$ cat src/rtl/sync_block_pkg.sv
// Shared types for the scenario sequencer: scenario codes, FSM state codes, helpers.
// Latency: n/a (types and pure functions only).
// Backpressure: n/a.
//
// Contents:
//   DEF_CNT_W      default width of duration inputs and the elapsed-cycle counter
//   scenario_e     scenario code as selected by the upstream multiplexer
//   state_e        FSM state, encoded with the 8-bit codes reported upstream
//   is_phase       scenario includes a phase-alignment step
//   is_experiment  scenario fires the detonation line
//   is_counting    state is timed by a programmed duration
package sync_block_pkg;

   localparam int DEF_CNT_W = 32;

   typedef enum logic [1:0] {
      EXPERIMENT        = 2'd0,
      EXPERIMENT_PHASE  = 2'd1,
      CALIBRATION       = 2'd2,
      CALIBRATION_PHASE = 2'd3
   } scenario_e;

   typedef enum logic [7:0] {
      ST_IDLE        = 8'h00,
      ST_WAIT_FG     = 8'h01,
      ST_FG_DELAY    = 8'h02,
      ST_WAIT_READY  = 8'h03,
      ST_WAIT_PHASE  = 8'h04,
      ST_PHASE_SHIFT = 8'h05,
      ST_DETONATE    = 8'h06,
      ST_TRIGGER     = 8'h07,
      ST_DONE        = 8'h08,
      ST_ERROR       = 8'hFF
   } state_e;

   // Odd codes are the phase variants.
   function automatic logic is_phase(input scenario_e s);
      return s[0];
   endfunction

   // Codes 0 and 1 are the experiment variants.
   function automatic logic is_experiment(input scenario_e s);
      return ~s[1];
   endfunction

   function automatic logic is_counting(input state_e s);
      return (s == ST_FG_DELAY) || (s == ST_PHASE_SHIFT) ||
             (s == ST_DETONATE) || (s == ST_TRIGGER);
   endfunction

endpackage

$ cat src/rtl/sync_edge_detect.sv
// Synchronizes one asynchronous input and flags its rising and falling edges.
// Latency: sync valid SYNC_DEPTH cycles after the input settles; rise/fall are combinational on sync.
// Backpressure: none; every edge produces a single-cycle pulse.
//
// Ports:
//   clk, rst_n  clock and asynchronous active-low reset (chain cleared to 0)
//   din         asynchronous input
//   sync        synchronized level
//   rise, fall  one-cycle pulses on synchronized 0->1 / 1->0 transitions
module sync_edge_detect #(
   parameter int SYNC_DEPTH = 2
) (
   input  logic clk,
   input  logic rst_n,
   input  logic din,
   output logic sync,
   output logic rise,
   output logic fall
);

   logic [SYNC_DEPTH-1:0] chain;
   logic                  prev;

   always_ff @(posedge clk or negedge rst_n) begin
      if (!rst_n) begin
         chain <= '0;
         prev  <= 1'b0;
      end else begin
         chain <= {chain[SYNC_DEPTH-2:0], din};
         prev  <= chain[SYNC_DEPTH-1];
      end
   end

   assign sync = chain[SYNC_DEPTH-1];
   assign rise = sync & ~prev;
   assign fall = ~sync & prev;

endmodule

$ cat src/rtl/scenario_sequencer.sv
// Runs one synchronization sequence (fg open, delay, ready, phase, detonate, trigger).
// Latency: async input edge to state change is SYNC_DEPTH+1 cycles; outputs follow state.
// Backpressure: none; abort returns to IDLE on the next clock from any state.
//
// Ports:
//   clock_reg_input, reset_reg_input      clock, asynchronous active-low reset
//   abort_reg_input                       synchronous abort to IDLE
//   control_reg_input                     scenario code, taken only when a start is accepted
//   start/fg/phase/wire/detector_ready    asynchronous inputs, synchronized here
//   *_len / *_delay / *_timeout / *_shift programmed durations in cycles, sampled on state entry
//   detonation_signal/trigger/done/error  registered Moore outputs
//   scenario_state_reg_output             8-bit state code
//   counter_reg_output                    elapsed cycles in a timed state, else 0
module scenario_sequencer
   import sync_block_pkg::*;
#(
   parameter int CNT_W      = DEF_CNT_W,
   parameter int SYNC_DEPTH = 2
) (
   input  logic             clock_reg_input,
   input  logic             reset_reg_input,
   input  logic             abort_reg_input,
   input  logic [2:0]       control_reg_input,
   input  logic             start_reg_input,
   input  logic             fg_reg_input,
   input  logic             phase_reg_input,
   input  logic             wire_reg_input,
   input  logic             detector_ready_reg_input,
   input  logic [CNT_W-1:0] fg_open_delay_reg_input,
   input  logic [CNT_W-1:0] detectr_ready_timeout_reg_input,
   input  logic [CNT_W-1:0] phase_shift_reg_input,
   input  logic [CNT_W-1:0] detonate_len_reg_input,
   input  logic [CNT_W-1:0] trigger_len_reg_input,
   output logic             detonation_signal_reg_output,
   output logic             trigger_reg_output,
   output logic [7:0]       scenario_state_reg_output,
   output logic [CNT_W-1:0] counter_reg_output,
   output logic             done_reg_output,
   output logic             error_reg_output
);

   localparam logic [CNT_W-1:0] ONE = {{(CNT_W-1){1'b0}}, 1'b1};

   logic start_sync, start_rise, start_fall;
   logic fg_sync, fg_rise, fg_fall;
   logic phase_sync, phase_rise, phase_fall;
   logic wire_sync, wire_rise, wire_fall;
   logic ready_sync, ready_rise, ready_fall;

   sync_edge_detect #(.SYNC_DEPTH(SYNC_DEPTH)) u_start (
      .clk(clock_reg_input), .rst_n(reset_reg_input), .din(start_reg_input),
      .sync(start_sync), .rise(start_rise), .fall(start_fall));
   sync_edge_detect #(.SYNC_DEPTH(SYNC_DEPTH)) u_fg (
      .clk(clock_reg_input), .rst_n(reset_reg_input), .din(fg_reg_input),
      .sync(fg_sync), .rise(fg_rise), .fall(fg_fall));
   sync_edge_detect #(.SYNC_DEPTH(SYNC_DEPTH)) u_phase (
      .clk(clock_reg_input), .rst_n(reset_reg_input), .din(phase_reg_input),
      .sync(phase_sync), .rise(phase_rise), .fall(phase_fall));
   sync_edge_detect #(.SYNC_DEPTH(SYNC_DEPTH)) u_wire (
      .clk(clock_reg_input), .rst_n(reset_reg_input), .din(wire_reg_input),
      .sync(wire_sync), .rise(wire_rise), .fall(wire_fall));
   sync_edge_detect #(.SYNC_DEPTH(SYNC_DEPTH)) u_ready (
      .clk(clock_reg_input), .rst_n(reset_reg_input), .din(detector_ready_reg_input),
      .sync(ready_sync), .rise(ready_rise), .fall(ready_fall));

   // Edge/level flavours this FSM has no use for.
   logic unused_edges;
   assign unused_edges = ^{start_fall, fg_sync, fg_fall, phase_sync, phase_fall,
                           wire_rise, wire_fall, ready_rise, ready_fall};

   state_e           state, nxt;
   scenario_e        scen;
   logic [CNT_W-1:0] cnt;   // cycles spent in the current state
   logic [CNT_W-1:0] dur;   // duration (or timeout) captured on state entry
   logic [CNT_W-1:0] dur_nxt;
   logic             last;

   // Entry targets with zero-length timed states folded away, so a skipped
   // state costs no cycles and produces no pulse.
   state_e trig_tgt, det_tgt, fire_tgt, ps_tgt, fg_tgt;

   assign last = (cnt == dur - ONE);

   always_comb begin
      trig_tgt = (trigger_len_reg_input == '0) ? ST_DONE : ST_TRIGGER;
      det_tgt  = (detonate_len_reg_input == '0) ? trig_tgt : ST_DETONATE;
      fire_tgt = is_experiment(scen) ? det_tgt : trig_tgt;
      ps_tgt   = (phase_shift_reg_input == '0) ? fire_tgt : ST_PHASE_SHIFT;
      fg_tgt   = (fg_open_delay_reg_input == '0) ? ST_WAIT_READY : ST_FG_DELAY;
   end

   always_comb begin
      nxt = state;
      case (state)
         ST_IDLE: begin
            // Scenario is not latched yet in this cycle, so decode the raw code.
            if (start_rise && control_reg_input <= 3'd3) begin
               if (!control_reg_input[1] && !wire_sync) nxt = ST_ERROR;
               else                                     nxt = ST_WAIT_FG;
            end
         end
         ST_WAIT_FG:     if (fg_rise) nxt = fg_tgt;
         ST_FG_DELAY:    if (last) nxt = ST_WAIT_READY;
         ST_WAIT_READY: begin
            if (ready_sync)                nxt = is_phase(scen) ? ST_WAIT_PHASE : fire_tgt;
            else if (dur != '0 && last)    nxt = ST_ERROR;
         end
         ST_WAIT_PHASE:  if (phase_rise) nxt = ps_tgt;
         ST_PHASE_SHIFT: if (last) nxt = fire_tgt;
         // A broken wire ends the pulse early; the level is used so the exit
         // happens on the cycle after the first wire=0 sample.
         ST_DETONATE:    if (last || !wire_sync) nxt = trig_tgt;
         ST_TRIGGER:     if (last) nxt = ST_DONE;
         ST_DONE:        if (!start_sync) nxt = ST_IDLE;
         ST_ERROR:       nxt = ST_ERROR;
         default:        nxt = ST_IDLE;
      endcase
      if (abort_reg_input) nxt = ST_IDLE;
   end

   always_comb begin
      case (nxt)
         ST_FG_DELAY:    dur_nxt = fg_open_delay_reg_input;
         ST_WAIT_READY:  dur_nxt = detectr_ready_timeout_reg_input;
         ST_PHASE_SHIFT: dur_nxt = phase_shift_reg_input;
         ST_DETONATE:    dur_nxt = detonate_len_reg_input;
         ST_TRIGGER:     dur_nxt = trigger_len_reg_input;
         default:        dur_nxt = '0;
      endcase
   end

   always_ff @(posedge clock_reg_input or negedge reset_reg_input) begin
      if (!reset_reg_input) begin
         state                        <= ST_IDLE;
         scen                         <= EXPERIMENT;
         cnt                          <= '0;
         dur                          <= '0;
         detonation_signal_reg_output <= 1'b0;
         trigger_reg_output           <= 1'b0;
         done_reg_output              <= 1'b0;
         error_reg_output             <= 1'b0;
      end else begin
         state <= nxt;
         // Leaving IDLE means a start was accepted with a valid code.
         if (state == ST_IDLE && nxt != ST_IDLE)
            scen <= scenario_e'(control_reg_input[1:0]);
         if (nxt != state) begin
            cnt <= '0;
            dur <= dur_nxt;
         end else if (cnt != '1) begin
            cnt <= cnt + ONE;
         end
         detonation_signal_reg_output <= (nxt == ST_DETONATE);
         trigger_reg_output           <= (nxt == ST_TRIGGER);
         done_reg_output              <= (nxt == ST_DONE);
         error_reg_output             <= (nxt == ST_ERROR);
      end
   end

   assign scenario_state_reg_output = state;
   assign counter_reg_output        = is_counting(state) ? cnt : '0;

endmodule

$ cat config.mk
export PLATFORM = sky130hd
export DESIGN_NAME = scenario_sequencer
export DESIGN_NICKNAME = d
export VERILOG_FILES = /design/src/rtl/sync_block_pkg.sv /design/src/rtl/sync_edge_detect.sv /design/src/rtl/scenario_sequencer.sv
export SDC_FILE = /design/constraint.sdc
export NUM_CORES = 1
export LEC_CHECK = 0
export BUFFER_PORTS_ARGS = -buffer_cell sky130_fd_sc_hd__clkbuf_2
export CORE_MARGIN = 1
export CORE_UTILIZATION = 41
export CTS_BUF_LIST = sky130_fd_sc_hd__clkbuf_16
export DETAILED_ROUTE_END_ITERATION = 10
export MAX_ROUTING_LAYER = met4
export PLACE_DENSITY = 0.66
export RECOVER_POWER = 25
export SLEW_MARGIN = 20
export SYNTH_ARGS = -nofsm -noshare
export SYNTH_HDL_FRONTEND = slang
export SYNTH_HIERARCHICAL = 1
export SYNTH_SLANG_ARGS = --single-unit
$ cat constraint.sdc
create_clock -name clock_reg_input -period 16.2 [get_ports clock_reg_input]
set_input_delay 0.81 -clock clock_reg_input [delete_from_list [all_inputs] [get_ports clock_reg_input]]
set_output_delay 0.81 -clock clock_reg_input [all_outputs]
set_load 0.01 [all_outputs]
### After elaboration in Yosys (flattened, before gate mapping)

Cells that the tools add are included.

| operators by class | value |
|---|---|
| mux-type cells | 23 |
| reduce and logical (&&, ||, !) cells | 18 |
| order comparisons | 1 |
| bitwise logic cells | 6 |
| $add $sub $neg | 2 |
| equal/unequal tests | 19 |

Operators with widths:

| operator | number |
|---|---|
| case mux 32 bit (5 select lines) | 1 |
| zero test 32 bit | 4 |
| 2-to-1 mux 32 bit | 3 |
| 2-to-1 mux 8 bit | 12 |
| case mux 8 bit (10 select lines) | 1 |
| equality test 8 x 3 -> 1 bit (second input constant) | 7 |
| adder 32 x 1 -> 32 bit (second input constant) | 1 |
| equality test 32 bit | 1 |
| equality test 8 x 2 -> 1 bit (second input constant) | 4 |
| != test 32 bit (second input constant) | 1 |
| nonzero test 32 bit | 1 |
| subtractor 32 x 1 -> 32 bit (second input constant) | 1 |
| 2-to-1 mux 4 bit | 5 |
| equality test 8 x 4 -> 1 bit (second input constant) | 2 |
| equality test 8 bit (second input constant) | 2 |
| equality test 8 x 1 -> 1 bit (second input constant) | 1 |
| zero test 8 bit | 1 |
| != test 8 bit | 1 |
| nonzero test 8 bit | 1 |
| logical AND 1 bit | 4 |
| logical OR 1 bit | 4 |
| bitwise AND 1 bit | 3 |
| <= comparator 3 x 2 -> 1 bit (second input constant) | 1 |
| inverter 1 bit | 3 |
| 3 further kinds | 4 |

| storage, ports and cells | value |
|---|---|
| input bits | 171 |
| output and inout bits | 44 |
| logic and storage cells | 85 |
| register bits after elaboration | 91 |

### Logic depth before layout (Yosys ltp)

Gate-level depths: netlist of run 1.

| depth | value |
|---|---|
| word-level depth | 10 |
| depth in mapped cells | 19 |
| gate-level depth less buffers | 14 |

### Hierarchy

Netlist of run 1, hierarchy kept.

By module, submodules not included:

| module | times used | seq. area each (um^2) | cells each | area each (um^2) |
|---|---|---|---|---|
| scenario_sequencer | 1 | 1951.9 | 813 | 6890.4 |
| sync_edge_detect | 5 | 75.1 | 5 | 90.1 |

### Worst setup path after synthesis of run 1

Ideal clock, no wire load.

| timing path | value |
|---|---|
| kind | input-to-reg |
| start point | in dur[15] |
| end point | reg dur[10] |
| arrival | 5.052 ns |
| stages on the path | 16 |
| data required time | 16.075 ns |
| library setup time | 0.125 ns |
| setup slack | 11.023 ns |
| buffers on the path | 3 |
| cells stage by stage | dfrtp_1 > or4_1 > or2_2 > clkbuf_1 > or4_1 > xnor2_1 > or4b_1 > a2111o_1 > or2_1 > buf_2 > a211o_1 > or4_1 > o211ai_2 > o2111ai_4 > buf_6 > mux2_4 |

| on the way | value |
|---|---|
| word-level cells in the longest chain between the ends | 9 |
| elaborated cells between the ends (all ways) | 20 |
| classes of those cells | add/sub (1); eq/ne (7); mux (9); reduce/logical (3) |

RTL lines:

| element | RTL line | source |
|---|---|---|
| from (decl) | scenario_sequencer.sv:74 | `logic [CNT_W-1:0] dur;` |
| subtractor 32 x 1 -> 32 bit | scenario_sequencer.sv:82 | `assign last = (cnt == dur - ONE);` |
| equality test 32 bit | scenario_sequencer.sv:82 |  |
| logical AND 1 bit | scenario_sequencer.sv:106 | `else if (dur != '0 && last) nxt = ST_ERROR;` |
| 2-to-1 mux 8 bit | scenario_sequencer.sv:106 |  |
| 2-to-1 mux 8 bit | scenario_sequencer.sv:105 | `if (ready_sync) nxt = is_phase(scen) ? ST_WAIT_PHASE : fire_tgt;` |
| case mux 8 bit (10 select lines) * | scenario_sequencer.sv:94 | `case (state)` |
| 2-to-1 mux 8 bit * | scenario_sequencer.sv:118 | `if (abort_reg_input) nxt = ST_IDLE;` |
| equality test 8 x 3 -> 1 bit or equality test 8 x 2 -> 1 bit (tied branches) | scenario_sequencer.sv:122 | `case (nxt)` |
| case mux 32 bit (5 select lines) | scenario_sequencer.sv:122 |  |

Mark *: on every way between the ends. The rest lies on a longest branch, timed or not.
A chain may end at the register's enable or synchronous reset.

### Worst setup path after layout of run 1

| timing path | value |
|---|---|
| start point | in dur[0] |
| end point | reg dur[5] |

The elaborated chain is that of the path after synthesis.

==> flow_summary.yaml, run 1 <==
outcome:
  outcome: "finished with violations"
  violations: "max-capacitance violations, max-slew violations"
pwr:
  switchingPower_mw: 0.261
  p_comb_share_pct: 35.3
  power_density_nw_per_um2: 84.8
  ir_drop_mv: 0.0494
  p_leak_nw: 4.55
  intPower_mw: 0.478
  swShare_pct: 35.3
  clockPowerShare_pct: 28.7
  pwr-share-seq_pct: 35.9
job:
  maxCapViolations: 1
layout:
  final_nets: 1181
  antenna_cells: 0
  utilization_pct: 50.5
  syn_to_final_growth_pct: 20.4
  n_fill_cell: 1661
  final_cell_mix: "213 x clkbuf_2, 91 x dfrtp_1, 87 x nor2_1"
  mostFrequentLayoutCell: "clkbuf_2"
  drive_above_1_share_pct: 27.6
worst_setup_path:
  cpPeakStageDelay_ns: 0.72
  critical_path_class: "reg -> reg"
  cp_cell_sequence: "inv_1, ha_1, or4b_1, or4_1, or3_1, a211oi_1, o2111ai_1, a2111o_1, or2_1, mux2i_4, buf_4, xor2_1, and3_1, o2111ai_4, buf_4, mux2_2"
  required_ns: 16.43
  end_kind: "flop"
  slowest_stage: "buf_4"
  arrival_ns: 6.27
  crit_fanout: 64
  cp_common_cell: "buf_4"
  critPathLaunchType: "flop"
die:
  rows: 48
  start_util_pct: 42.0
  die_h_um: 135
  dieArea_um2: 18200
  io_pins: 215
  coreArea_um2: 17200
  die_x_um: 135
timing:
  fmax_mhz: 166
  drv_slew: 78
  setup_violations: 0
  rsz0062_at_grt: "no"
  post-route-period-util_pct: 37.3
  fin_tns_setup_ns: 0
  hold_viol: 0
  relSlewSlack_pct: -184
  fin_crit_ns: 6.04
  fin_skew_ns: 0.00825
  worst_pin_slew_ns: 4.25
yosys:
  synth_fp_nets: 1002
  syn_avg_cell_area_um2: 8.73
  ys_warn_count: 6
  netlist_instances: 829
  syn-cell-area_um2: 7230
worst_hold_path:
  hp-class: "reg -> reg"
drt:
  drcViolationCount: 0
  wl_per_cell_um: 19.8
  dr.first_iter.drc_count: 560
  antenna_left: 0
  drt-pass1-iter-count: 5
  routed_via_density: 5.84
  vias: 7218
  wl_mm: 24.5
clock_tree:
  clkSlewWorstSetupHoldPaths_ns: 0.07
  cts-hold-fix-buffers: 0
  clock-sinks: 91
  clkLatencyLatePin_ns: 0.35
  cts.htree.levels: 3
  cts_buffers: 9
  cts_buffer_depth: 2
  ctsResizeCount: 0
  cts_setup_buffers: 0
  tritoncts: "built"
  root_buffer: "clkbuf_16"
global_routing:
  first_global_vias: 6651
  grt_max_degree: 78
  grt_usage_pct: 28.2
  grt_overflow: 0
  grt_pass1_wl_mm: 38.0
  antenna_found_initial: 0
place:
  routabilityCongestion: 0.988
  hpwl_mm: 19.2
  port_buffers: 214
==> power by group through the flow <==
stage | logic, mW | clock network (mW) | registers (mW)
2_1_floorplan | 0.192 | 0 | 0.258
3_3_place_gp | 0.259 | 0 | 0.270
3_5_place_dp | 0.258 | 0 | 0.269
4_1_cts | 0.259 | 0.218 | 0.265
5_1_grt | 0.288 | 0.226 | 0.268
6_report | 0.261 | 0.212 | 0.266
==> worst paths after layout <==
| path | startpoint | end | slack (ns) | cells past startpoint |
|---|---|---|---|---|
| setup reg to reg | dur[0]$_DFFE_PN0N_ | dur[5]$_DFFE_PN0N_ | 10.16 | 16 |
| min in group asynchronous | reset_reg_input | cnt[15]$_DFFE_PN0P_ | 0.54 | 1 |
| max in group asynchronous | reset_reg_input | cnt[31]$_DFFE_PN0P_ | 11.13 | 2 |
| setup / recovery | dur[0]$_DFFE_PN0N_ | dur[5]$_DFFE_PN0N_ | 10.16 | 16 |
| hold / removal | u_phase/chain[0]$_DFF_PN0_ | u_phase/chain[1]$_DFF_PN0_ | 0.35 | 0 |
| hold reg to reg | u_phase/chain[0]$_DFF_PN0_ | u_phase/chain[1]$_DFF_PN0_ | 0.35 | 0 |
==> state kept, by name (all words and copies together), names as in the netlist, 2 cells and up <==
register,count
u_phase/chain,2
cnt,32
u_ready/chain,2
u_wire/chain,2
scenario_state_reg_output,8
scen,2
dur,32
u_fg/chain,2
u_start/chain,2
==> critical path: cells and delay by family (launching register included) <==
kind	cells	cell delay [ns]
buffers and inverters	3	1.36
AO/OA/AOI/OAI	4	1.05
XOR/XNOR	1	0.12
multiplexers	2	0.60
AND/OR/NAND/NOR	5	2.06
flip-flops	1	0.43
adder cells (fa/ha/maj)	1	0.25
==> stage by stage <==
stage	instances	worst slack [ns]	hold WS [ns]	power, mW	area, µm²
final	1237	10.16	0.348	0.739	8710
after floorplan	829	11.02	0.331	0.450	7230
after detailed placement	1222	10.21	0.335	0.527	8420
after global placement	1222	10.26	0.332	0.528	8420
after global routing	1237	9.80	0.355	0.782	8710
after CTS	1237	10.19	0.299	0.742	8710
==> area by class of cell <==
class | count | area [µm²] | area share, %
repair buffers | 221 | 1120 | 12.8
clock buffers | 9 | 225 | 2.59
flip-flops and latches | 91 | 2280 | 26.1
multi-input cells | 644 | 4590 | 52.7
clock inverters | 6 | 66.3 | 0.761
well taps | 225 | 282 | 3.23
inverters | 41 | 154 | 1.77
==> per-layer routing <==
metal	share of wire [%]	global-route usage [%]
met4	3.6	12.1
met3	6.2	3.87
met5	0	-
met2	46	43.0
met1	45	37.4
Power figures use the tool's default switching activity.
==> run 2: changes to the inputs <==
--- a/config.mk
+++ b/config.mk
@@ -5,13 +5,13 @@
 export SDC_FILE = /design/constraint.sdc
 export NUM_CORES = 1
 export LEC_CHECK = 0
+export ABC_AREA = 1
 export BUFFER_PORTS_ARGS = -buffer_cell sky130_fd_sc_hd__clkbuf_2
 export CORE_MARGIN = 1
 export CORE_UTILIZATION = 41
 export CTS_BUF_LIST = sky130_fd_sc_hd__clkbuf_16
 export DETAILED_ROUTE_END_ITERATION = 10
 export MAX_ROUTING_LAYER = met4
-export PLACE_DENSITY = 0.66
 export RECOVER_POWER = 25
 export SLEW_MARGIN = 20
 export SYNTH_ARGS = -nofsm -noshare
==> constraint.sdc (replaced) <==
create_clock -name clock_reg_input -period 5.7 [get_ports clock_reg_input]
set_input_delay 0.285 -clock clock_reg_input [delete_from_list [all_inputs] [get_ports clock_reg_input]]
set_output_delay 0.285 -clock clock_reg_input [all_outputs]
set_load 0.01 [all_outputs]
==> run 2 against run 1 <==
  * The run still ends with max-capacitance violations, max-slew violations left
  * Clock-buffer cell count unchanged
  * Clock power grew to 2.8 times the previous value
  * Global-route usage grew 3.5 points
  * Largest cell class unchanged
  * Largest power group is now combinational logic
==> flow_summary.yaml, run 2 <==
timing:
  hold_viol: 0
  fin_skew_ns: 0.0117
  rsz0062_at_grt: "no"
  drv_slew: 38
  fin_tns_setup_ns: 0
  fmax_mhz: 206
  relSlewSlack_pct: -31.2
  setup_violations: 0
  post-route-period-util_pct: 85.3
  worst_pin_slew_ns: 1.97
  fin_crit_ns: 4.86
  hold_ws_ns: 0.0312
global_routing:
  grt_max_degree: 56
  first_global_vias: 8820
  grt_overflow: 0
  grt_usage_pct: 31.6
  grt_pass1_wl_mm: 47.1
  antenna_found_initial: 0
layout:
  drive_above_1_share_pct: 18.1
  final_cell_mix: "435 x nand2_1, 205 x nor2_1, 204 x clkbuf_2"
  final_cell_count_no_fill: 1808
  antenna_cells: 0
  n_fill_cell: 2137
  final_area_um2: 9670
  syn_to_final_growth_pct: 19.5
  final_nets: 1711
  mostFrequentLayoutCell: "nand2_1"
pwr:
  power_density_nw_per_um2: 548
  p_leak_nw: 5.56
  power_mw: 5.30
  ir_drop_mv: 0.305
clock_tree:
  clock-sinks: 91
  clkSlewWorstSetupHoldPaths_ns: 0.08
  cts.htree.levels: 3
  tritoncts: "built"
  clkLatencyLatePin_ns: 0.37
  cts_buffer_depth: 2
  root_buffer: "clkbuf_16"
  cts_setup_buffers: 0
  cts_buffers: 9
place:
  dp.cells: 1791
  port_buffers: 214
  routabilityCongestion: 0.997
  hpwl_mm: 25.0
  dpl_cell_area_um2: 9390
die:
  rows: 51
  coreArea_um2: 19400
  dieArea_um2: 20300
  start_util_pct: 41.7
  io_pins: 215
  die_x_um: 143
  die_h_um: 143
yosys:
  synth_fp_nets: 1520
  syn-cell-area_um2: 8100
  syn_avg_cell_area_um2: 6.01
  ys_warn_count: 6
  netlist_instances: 1347
drt:
  dr.first_iter.drc_count: 644
  drcViolationCount: 0
  routed_via_density: 5.22
  wl_per_cell_um: 16.8
  wl_mm: 30.3
  antenna_left: 0
  drt-pass1-iter-count: 5
  vias: 9442
worst_setup_path:
  crit_fanout: 36
  arrival_ns: 5.16
  critical_path_class: "reg -> reg"
  critPathLaunchType: "flop"
  required_ns: 6.00
  end_kind: "flop"
outcome:
  violations: "max-capacitance violations, max-slew violations"
  outcome: "finished with violations"
job:
  maxCapViolations: 1
worst_hold_path:
  hp-class: "in -> reg"
run 2: cell types whose count changed in the layout (fill, tap and decap cells not counted), moves of 38 or more:
cell,before,now
mux2i_1,39,1
nand4_1,25,93
nor2_1,87,205
nand3_1,19,93
inv_1,41,162
nand2_1,35,435
run 2: repair_timing:
action	4_1_cts	5_1_grt
hold buffers	1	0
resized for setup	0	0
hold endpoints to repair	36	0
run 2: layout make-up:
type,instances,area (µm²),share of cell area [%]
clock buffers,9,225,2.33
clock inverters,7,66.3,0.686
inverters,168,631,6.52
multi-input cells,1041,4970,51.4
flip-flops and latches,91,2280,23.5
well taps,265,332,3.43
repair buffers,227,1170,12.1
run 2: metrics by stage:
| step | util (%) | worst slack [ns] |
|---|---|---|
| final | 49.9 | 0.836 |
| after global routing | 49.9 | 0.286 |
| after CTS | 49.9 | 0.896 |
| after detailed placement | 48.4 | 0.896 |
| after global placement | 48.4 | 1.03 |
| after floorplan | - | 2.59 |
run 2: worst paths after layout:
check                                      startpoint                         end  slack, ns  cells after the start
setup / recovery                   dur[0]$_DFFE_PN0N_          dur[5]$_DFFE_PN0N_       0.84                     20
hold / removal                        start_reg_input  u_start/chain[0]$_DFF_PN0_       0.03                      1
min in group asynchronous             reset_reg_input  error_reg_output$_DFF_PN0_       1.01                      2
max in group asynchronous             reset_reg_input         dur[31]$_DFFE_PN0N_       3.06                      3
hold reg to reg            u_start/chain[0]$_DFF_PN0_  u_start/chain[1]$_DFF_PN0_       0.36                      0
setup reg to reg                   dur[0]$_DFFE_PN0N_          dur[5]$_DFFE_PN0N_       0.84                     20
run 2: metal layers:
layer	up-vias	part of all wire [%]	global-route usage, %
li1	4712	-	-
met1	4252	47	43.7
met2	428	43	45.6
met3	50	7.4	4.74
met4	0	3.4	13.5
met5	-	0	-
run 2: power by group:
part           internal, mW  switching (mW)  leakage [nW]
combinational          1.13            2.68          4.18
sequential            0.747           0.150          1.23
clock                 0.308           0.290         0.145
run 2: critical path, stage by stage, from the launching register on:
cell	delay, ns
dfrtp_1	0.40
inv_1	0.11
ha_1	0.24
nand2_2	0.13
nor2_2	0.43
nand3_1	0.20
nor2_1	0.13
nand2_1	0.08
a21oi_1	0.15
nand2_1	0.08
nor2_2	0.23
nand4_1	0.16
nand2_1	0.08
nor2_1	0.05
nand3_2	0.09
nand2_2	0.43
nor2_2	0.74
nand2_1	0.51
o21ai_0	0.28
o21ai_0	0.17
nand2_1	0.10
==> run 3: changes to the inputs <==
--- a/config.mk
+++ b/config.mk
@@ -11,7 +11,9 @@
 export CORE_UTILIZATION = 41
 export CTS_BUF_LIST = sky130_fd_sc_hd__clkbuf_16
 export DETAILED_ROUTE_END_ITERATION = 10
+export HOLD_SLACK_MARGIN = 0.12
 export MAX_ROUTING_LAYER = met4
+export PLACE_DENSITY = 0.67
 export RECOVER_POWER = 25
 export SLEW_MARGIN = 20
 export SYNTH_ARGS = -nofsm -noshare
==> constraint.sdc (replaced) <==
create_clock -name clock_reg_input -period 4.3 [get_ports clock_reg_input]
set_input_delay 0.215 -clock clock_reg_input [delete_from_list [all_inputs] [get_ports clock_reg_input]]
set_output_delay 0.215 -clock clock_reg_input [all_outputs]
set_load 0.01 [all_outputs]
==> run 3 against run 2 <==
  * The run still ends with max-capacitance violations, max-slew violations left
  * Wire length decreased by 0.37%
  * Critical path depth increased by 6
  * Flip-flop and latch count unchanged
  * Total power increased by 36%
  * Sequential share of layout area decreased by 0.63 points
  * Non-clock buffer count increased by 27
  * Clock skew increased by 0.00056 ns
  * Core utilization increased by 1.4 points
  * Largest cell class unchanged
  * Clock power increased by 24%
  * Register-to-register slack got worse by 0.49 ns
  * Largest power group unchanged
==> flow_summary.yaml, run 3 (synthesis results as in run 2) <==
global_routing:
  antenna_found_initial: 0
  grt_overflow: 0
  grt_max_degree: 53
  first_global_vias: 8989
  grt_usage_pct: 30.9
  grt_pass1_wl_mm: 46.3
die:
  die_h_um: 143
  rows: 51
  start_util_pct: 41.7
  dieArea_um2: 20300
  io_pins: 215
  die_x_um: 143
  coreArea_um2: 19400
outcome:
  outcome: "finished with violations"
  violations: "max-capacitance violations, max-slew violations"
layout:
  final_nets: 1738
  regArea_um2: 2280
  final_cell_mix: "434 x nand2_1, 212 x clkbuf_2, 204 x nor2_1"
  syn_to_final_growth_pct: 22.8
  n_fill_cell: 2069
  utilization_pct: 51.2
  final_cell_count_no_fill: 1835
  multi_input_area_um2: 4990
  final_area_um2: 9940
  mostFrequentLayoutCell: "nand2_1"
  antenna_cells: 0
  drive_above_1_share_pct: 19.7
worst_hold_path:
  min_path_cells: 3
  hp-class: "in -> reg"
  min_from: "control_reg_input[1]"
  min_to: "scen[1]$_DFFE_PN0P_"
clock_tree:
  clkLatencyLatePin_ns: 0.35
  cts_buffer_depth: 2
  root_buffer: "clkbuf_16"
  clock-sinks: 91
  cts_buffers: 9
  cts.htree.levels: 3
  clkSlewWorstSetupHoldPaths_ns: 0.07
  tritoncts: "built"
worst_setup_path:
  r2r_end: "dur[4]$_DFFE_PN0N_"
  critical_path_class: "reg -> reg"
  crit_fanout: 14
  reg2reg_from: "dur[0]$_DFFE_PN0N_"
  end_kind: "flop"
  ff2ff_path_depth: 26
  required_ns: 4.52
  arrival_ns: 4.17
  critPathLaunchType: "flop"
  reg2reg_slack_ns: 0.34
timing:
  worst_pin_slew_ns: 2.84
  hold_viol: 0
  drv_slew: 53
  fin_crit_ns: 3.96
  setup_violations: 0
  rsz0062_at_grt: "no"
  fmax_mhz: 253
  setup_ws_ns: 0.345
  hold_ws_ns: 0.161
  post-route-period-util_pct: 92.0
  relSlewSlack_pct: -89.2
  fin_skew_ns: 0.0122
  fin_tns_setup_ns: 0
pwr:
  power_mw: 7.21
  switchingPower_mw: 4.12
  ir_drop_mv: 0.364
  swShare_pct: 57.1
  p_comb_share_pct: 73.2
  p_leak_nw: 5.71
  intPower_mw: 3.10
  power_density_nw_per_um2: 726
  pwr-share-seq_pct: 16.5
  clockPowerShare_pct: 10.3
place:
  dpl_worst_slack_ns: 0.230
  hpwl_mm: 24.9
  dp.cells: 1813
  dpl_cell_area_um2: 9590
  routabilityCongestion: 1.04
  port_buffers: 214
job:
  maxCapViolations: 1
drt:
  vias: 9694
  drt-pass1-iter-count: 5
  drcViolationCount: 0
  antenna_left: 0
  wl_per_cell_um: 16.4
  routed_via_density: 5.28
  wl_mm: 30.2
  dr.first_iter.drc_count: 715
==> run 3: cell types whose count changed in the layout (fill, tap and decap cells not counted), moves of 2 or more <==
| cell | delta |
|---|---|
| buf_12 | +3 |
| dlygate4sd3_1 | +5 |
| nor2_4 | +3 |
| clkbuf_1 | -8 |
| inv_8 | -2 |
| nor2_2 | -2 |
| buf_4 | +19 |
| clkbuf_2 | +8 |
==> run 3: timing repair <==
action,in CTS,in global routing
buffers inserted,0,0
endpoints found under the hold margin,56,0
gates resized for setup,0,5
endpoints found under the setup margin,0,21
hold buffers,6,0
==> run 3: worst max-delay path by stage <==
| stage | slack [ns] | cells after the start | from | to |
|---|---|---|---|---|
| final | 0.34 | 26 | dur[0]$_DFFE_PN0N_ | dur[4]$_DFFE_PN0N_ |
| after global routing | 0.04 | 26 | dur[0]$_DFFE_PN0N_ | dur[4]$_DFFE_PN0N_ |
| after CTS | 0.21 | 25 | dur[0]$_DFFE_PN0N_ | dur[5]$_DFFE_PN0N_ |
| after detailed placement | 0.23 | 25 | dur[0]$_DFFE_PN0N_ | dur[5]$_DFFE_PN0N_ |
| after global placement | 0.29 | 25 | dur[0]$_DFFE_PN0N_ | dur[5]$_DFFE_PN0N_ |
| after floorplan | 1.19 | 23 | dur[0]$_DFFE_PN0N_ | dur[26]$_DFFE_PN0N_ |
==> run 3: area by class of cell <==
type                       count  share of cell area (%)
clock inverter                 7                   0.516
sequential                    91                    22.9
timing repair buffer         254                    14.4
clock buffer                   9                    2.27
multi-input combinational   1041                    50.2
inverter                     168                    6.34
tap                          265                    3.34
==> run 3: power groups by stage <==
stage | Sequential, mW | Combinational, mW | Clock (mW)
6_report | 1.19 | 5.28 | 0.744
5_1_grt | 1.21 | 5.88 | 0.790
4_1_cts | 1.18 | 5.20 | 0.769
3_5_place_dp | 1.20 | 5.16 | 0
3_3_place_gp | 1.20 | 5.16 | 0
2_1_floorplan | 1.14 | 3.76 | 0
==> run 3: routing by layer <==
metal | share of wire (%) | up-vias | global-route usage (%)
li1 | - | 4765 | -
met1 | 43 | 4338 | 39.7
met2 | 45 | 509 | 47.7
met3 | 7.5 | 82 | 3.73
met4 | 4.5 | 0 | 16.1
met5 | 0 | - | -
==> run 3: critical path: stages (launching register included) <==
cell and delay, ns:
dfrtp_1 0.40, inv_1 0.11, ha_1 0.24, nand2_2 0.14, nor2_1 0.19, nand2_1 0.17, nor2_1 0.17, nor2_1 0.06
nor2_1 0.13, nand2_1 0.06, nor2_1 0.08, nand2_1 0.09, nor2_4 0.16, buf_4 0.14, nand3_1 0.09, nand2_1 0.07
nand2_1 0.05, nand2_1 0.10, o21ai_4 0.08, buf_4 0.22, nand2_1 0.18, inv_1 0.10, buf_4 0.20, nand3_1 0.08
nand3_1 0.06, o21ai_0 0.36, nand2_1 0.09
